`src/rtl/cpu_run_controller.sv`:
```
// Run-lifecycle sequencer for the pipelined CPU: holds the core in reset, loads imem
// through a valid/ready stream, runs until end_program (plus a drain window) or timeout.
module cpu_run_controller #(
    parameter int ADDR_W       = 8,
    parameter int DRAIN_CYCLES = 5,
    parameter int CNT_W        = 32,
    parameter int TIMEOUT      = 1000000
) (
    input  logic              clk,
    input  logic              reset,
    input  logic              start,
    input  logic              load_valid,
    input  logic [31:0]       load_data,
    input  logic              load_last,
    output logic              load_ready,
    output logic              imem_we,
    output logic [ADDR_W-1:0] imem_addr,
    output logic [31:0]       imem_wdata,
    output logic              cpu_reset,
    input  logic              end_program,
    output logic [CNT_W-1:0]  cycle_count,
    output logic              busy,
    output logic              done,
    output logic              timeout
);

    // state | meaning
    // IDLE  | core held in reset, waiting for start
    // LOAD  | accepting program words into imem
    // ARM   | final imem write lands, core still in reset
    // RUN   | core released, counting cycles
    // DRAIN | end_program seen, letting the pipeline empty
    // DONE  | core held in reset, results held
    typedef enum logic [2:0] {
        S_IDLE, S_LOAD, S_ARM, S_RUN, S_DRAIN, S_DONE
    } state_t;

    localparam int                  DRAIN_W   = $clog2(DRAIN_CYCLES + 1);
    localparam logic [CNT_W-1:0]    TIMEOUT_C = CNT_W'(TIMEOUT);
    localparam logic [DRAIN_W-1:0]  DRAIN_C   = DRAIN_W'(DRAIN_CYCLES);
    localparam logic [ADDR_W-1:0]   PTR_MAX   = '1;

    state_t              state;
    logic [ADDR_W-1:0]   ptr;
    logic [DRAIN_W-1:0]  drain_cnt;
    logic                handshake;
    logic [CNT_W-1:0]    cnt_inc;

    assign load_ready = (state == S_LOAD);
    assign handshake  = load_valid && load_ready;
    assign cnt_inc    = cycle_count + CNT_W'(1);

    always_ff @(posedge clk or posedge reset) begin
        if (reset) begin
            state       <= S_IDLE;
            ptr         <= '0;
            drain_cnt   <= '0;
            imem_we     <= 1'b0;
            imem_addr   <= '0;
            imem_wdata  <= '0;
            cpu_reset   <= 1'b1;
            cycle_count <= '0;
            busy        <= 1'b0;
            done        <= 1'b0;
            timeout     <= 1'b0;
        end else begin
            imem_we <= 1'b0;
            case (state)
                S_IDLE, S_DONE: begin
                    if (start) begin
                        state       <= S_LOAD;
                        ptr         <= '0;
                        cycle_count <= '0;
                        timeout     <= 1'b0;
                        done        <= 1'b0;
                        busy        <= 1'b1;
                    end
                end
                S_LOAD: begin
                    if (handshake) begin
                        imem_we    <= 1'b1;
                        imem_addr  <= ptr;
                        imem_wdata <= load_data;
                        ptr        <= ptr + ADDR_W'(1);
                        // a full memory ends the load; the pointer is never reused
                        if (load_last || ptr == PTR_MAX) begin
                            state <= S_ARM;
                        end
                    end
                end
                S_ARM: begin
                    state     <= S_RUN;
                    cpu_reset <= 1'b0;
                end
                S_RUN: begin
                    cycle_count <= cnt_inc;
                    if (end_program) begin
                        state     <= S_DRAIN;
                        drain_cnt <= DRAIN_C;
                    end else if (cnt_inc == TIMEOUT_C) begin
                        state     <= S_DONE;
                        timeout   <= 1'b1;
                        done      <= 1'b1;
                        cpu_reset <= 1'b1;
                        busy      <= 1'b0;
                    end
                end
                S_DRAIN: begin
                    if (drain_cnt == DRAIN_W'(1)) begin
                        state     <= S_DONE;
                        done      <= 1'b1;
                        cpu_reset <= 1'b1;
                        busy      <= 1'b0;
                    end else begin
                        drain_cnt <= drain_cnt - DRAIN_W'(1);
                    end
                end
                default: begin
                    state <= S_IDLE;
                end
            endcase
        end
    end

endmodule

```
`config.mk`:
```
export PLATFORM = sky130hd
export DESIGN_NAME = cpu_run_controller
export DESIGN_NICKNAME = d
export VERILOG_FILES = /design/src/rtl/cpu_run_controller.sv
export SDC_FILE = /design/constraint.sdc
export NUM_CORES = 1
export LEC_CHECK = 0
export ABC_CLOCK_PERIOD_IN_PS = 7200
export CORE_MARGIN = 2
export CORE_UTILIZATION = 54
export CTS_CLUSTER_DIAMETER = 40
export CTS_CLUSTER_SIZE = 25
export DETAILED_ROUTE_END_ITERATION = 12
export PLACE_DENSITY_LB_ADDON = 0.1
export SETUP_SLACK_MARGIN = 0.02
export SYNTH_ARGS = -nofsm -noshare
export SYNTH_HDL_FRONTEND = slang
export SYNTH_SLANG_ARGS = --single-unit
```
`constraint.sdc`:
```
create_clock -name clk -period 7.2 [get_ports clk]
set_input_delay 1.44 -clock clk [delete_from_list [all_inputs] [get_ports clk]]
set_output_delay 1.44 -clock clk [all_outputs]
set_load 0.01 [all_outputs]
```
==> results.md <==
- Final slew viol count: 0
- Clock slew seen by the registers of the worst setup and hold paths: 0.10 ns
- Max VDD drop: 0.000170 V
- Yosys cell types: 56
- GRT Residual Overflow: 0
- TritonCTS clock tree: yes
- Post-Synthesis Cells: 486
- Die Span Y: 98.2 um
- Worst R2R Path Depth: 8
- Initial antenna violation count: 0
- Biggest area consumer among synthesized cells: dfrtp_1
- #FFs+latches synth: 91
- Status: finished, final reports clean
- Largest cells by area after synthesis: dfrtp_1 47%, mux2_2 9.6%, o21ai_0 5.4%
- Core Area: 8680 um2
- First-pass GRT wire length: 20200 um
- Die width: 98.2 um
- WL/cell: 17.3 um
- Fin crit period: 3.31 ns
- Total of max-cap violations: 0
- TritonRoute pass-1 iters: 7
- DRT iter0 DRCs: 284
- Post-DP HPWL: 8230 um
- FFs w/ async S/R, synth: 100%
- WL final: 12000 um
- CP arrival: 1.87 ns
- Warnings, synthesis: 0
- Later-pin clock latency in the skew report: 0.35 ns
- CP max stage delay: 0.60 ns
- Hold Buf Count CTS: 0
- P_leak: 2.52 nW
- Post-synth EDFFs: 0
- Fin Hold WS: 0.508 ns
- CP Class: flop to output pin
- Worst rel slew slack: 31.8%
- Global-route usage over all layers: 25.3%
- Final core occ: 71.5%
- Ant. Diodes: 0
- Buf+Inv Stages, Crit Path: 1
- Post-synth top area share: 47.0%
- Period utilization: 46.0%
- Worst path depth: 2
- Syn avg cell area: 9.87 um2
- Routed via count: 4154
- Top_reg_cell synth: dfrtp_1
- Largest net degree at the start of global routing: 63
- Final net count: 624
- Achievable clock frequency: 0.302 GHz
- Design area: 6200 um2
- Num CTS Buffers: 9
- Crit-path cells: nor3b_1 -> clkdlybuf4s50_1
- Area grow syn2layout: 29.3%
- Area post-placement: 5980 um2
- PwrDens: 315 nW/um2
- Unrepaired setup endpoints after global routing: no
- Via/cell ratio: 5.99
- Layout cells sized above 1: 12.6%
- HP Class: flop to flop
- Mapped Area: 4800 um2
- Clock Skews: 0.0152 ns
- Sequential fraction of the synthesis area: 47.5%
- Vias in the first global route: 4071
- IO Pins: 116
- CP Capture Type: output pin
- H-tree Lvls: 3
- Syn_nets: 529
- Die Footprint: 9650 um2
- Row Count: 34
- Critical path's slowest cell: clkdlybuf4s50_1
- Min-Delay Path Depth: 1
- DRC: 0
- Final Wtd Congestion: 0.874
- Tightest Pin Transition: 1.02 ns
- Final Hold Fails: 0
- Setup Buffers After CTS: 0
- CTS-repair resized insts: 0
- Req. time, crit path: 5.76 ns
- CP delay by family, top: buffers and inverters
- Final Setup Violations: 0
- Num Clock Sinks: 91
- CTS root buf: clkbuf_8
- Synth cell count leaders: 90 x dfrtp_1, 52 x o21ai_0, 41 x mux2_2, 41 x nor2_1, 35 x nand2_1
- Setup TNS: 0 ns
- Most numerous cell in the Yosys netlist: dfrtp_1
- Port Buf Inserts: 115
- Crit-path max FO: 12
- Initial Utilization: 55.3%
- Clock Path Buffers: 2
- Post-route ant nets: 0
- CP startpoint kind: flop
-- routing by layer --
layer	share of wire (%)	global-route usage [%]
met1	45	35.4
met2	49	41.1
met3	4.5	3.94
met4	1.2	7.80
met5	0	0
-- layout make-up --
class                           count  area, um2
Clock buffer                       10        128
Clock inverter                      6       95.1
Fill cell                         666       2480
Inverter                           11       42.5
Multi-Input combinational cell    348       2330
Sequential cell                    91       2280
Tap cell                          108        135
Timing Repair Buffer              120       1190
-- cell usage in the layout, fill, tap and decap left out, types with 4 or more instances in the layout --
cell	netlist	layout
a21oi_1	11	11
o211ai_1	4	4
nand4_1	19	19
nand2_1	35	35
a22o_1	4	4
or4_1	4	4
xor2_1	8	8
dfrtp_1	90	90
mux2i_1	4	4
nor2_1	41	40
and4_1	9	9
inv_1	11	10
and3_1	8	8
clkbuf_8	0	9
a31oi_1	6	6
o31ai_1	12	12
nor4_1	6	5
buf_4	1	5
xnor2_1	7	7
clkdlybuf4s50_1	0	115
o21ai_0	52	52
mux2_2	41	41
and2_1	8	7
a211oi_1	4	4
nor3_1	8	8
ha_1	5	5
nand3_1	20	20
-- worst register-to-register path: cells and delay by family (launching register included) --
family / cells / cell delay (ns)
compound gates: 1 / 0.23
xor+xnor: 1 / 0.17
simple gates: 5 / 1.88
flops: 1 / 0.47
fa+ha+maj: 1 / 0.35
-- report_power, final --
group / switching, mW / internal, mW
clock network: 0.192 / 0.200
registers: 0.113 / 0.651
logic: 0.367 / 0.430
-- sequential cells by signal, indices dropped and copies added, names as in the netlist --
register	count
cycle_count	32
imem_we	1
timeout	1
cpu_reset	1
done	1
imem_addr	8
busy	1
drain_cnt	3
state	3
imem_wdata	32
ptr	8
-- metrics by stage --
| stage | cells | power [mW] | setup slack, ns |
|---|---|---|---|
| floorplan | 486 | 1.20 | 3.40 |
| global placement | 678 | 1.55 | 3.64 |
| detailed placement | 678 | 1.58 | 3.56 |
| CTS | 694 | 1.97 | 3.86 |
| global route | 694 | 2.07 | 3.73 |
| finish | 694 | 1.95 | 3.89 |
-- path summary, 6_finish.rpt --
path | from | slack [ns] | endpoint
setup reg to reg | cycle_count[1] | 4.01 | busy
max in group asynchronous | reset | 4.64 | cycle_count[30]
setup / recovery | state[0] | 3.89 | load_ready
hold / removal | drain_cnt[1] | 0.51 | drain_cnt[1]
hold reg to reg | drain_cnt[1] | 0.51 | drain_cnt[1]
min in group asynchronous | reset | 1.41 | imem_wdata[17]
-- logic make-up (layout without fill, tap and decap cells) --
logic type / Yosys count / after routing / share of synthesized area [%]
adder cells (fa/ha/maj): 5 / 5 / 1.30
AO/OA/AOI/OAI: 109 / 109 / 14.0
AND/OR/NAND/NOR: 174 / 174 / 19.9
XOR/XNOR: 15 / 15 / 2.74
flip-flops: 91 / 91 / 47.5
multiplexers: 45 / 45 / 10.5
buffers and inverters: 47 / 147 / 4.04
No activity file was read; power rests on OpenSTA's default activity.
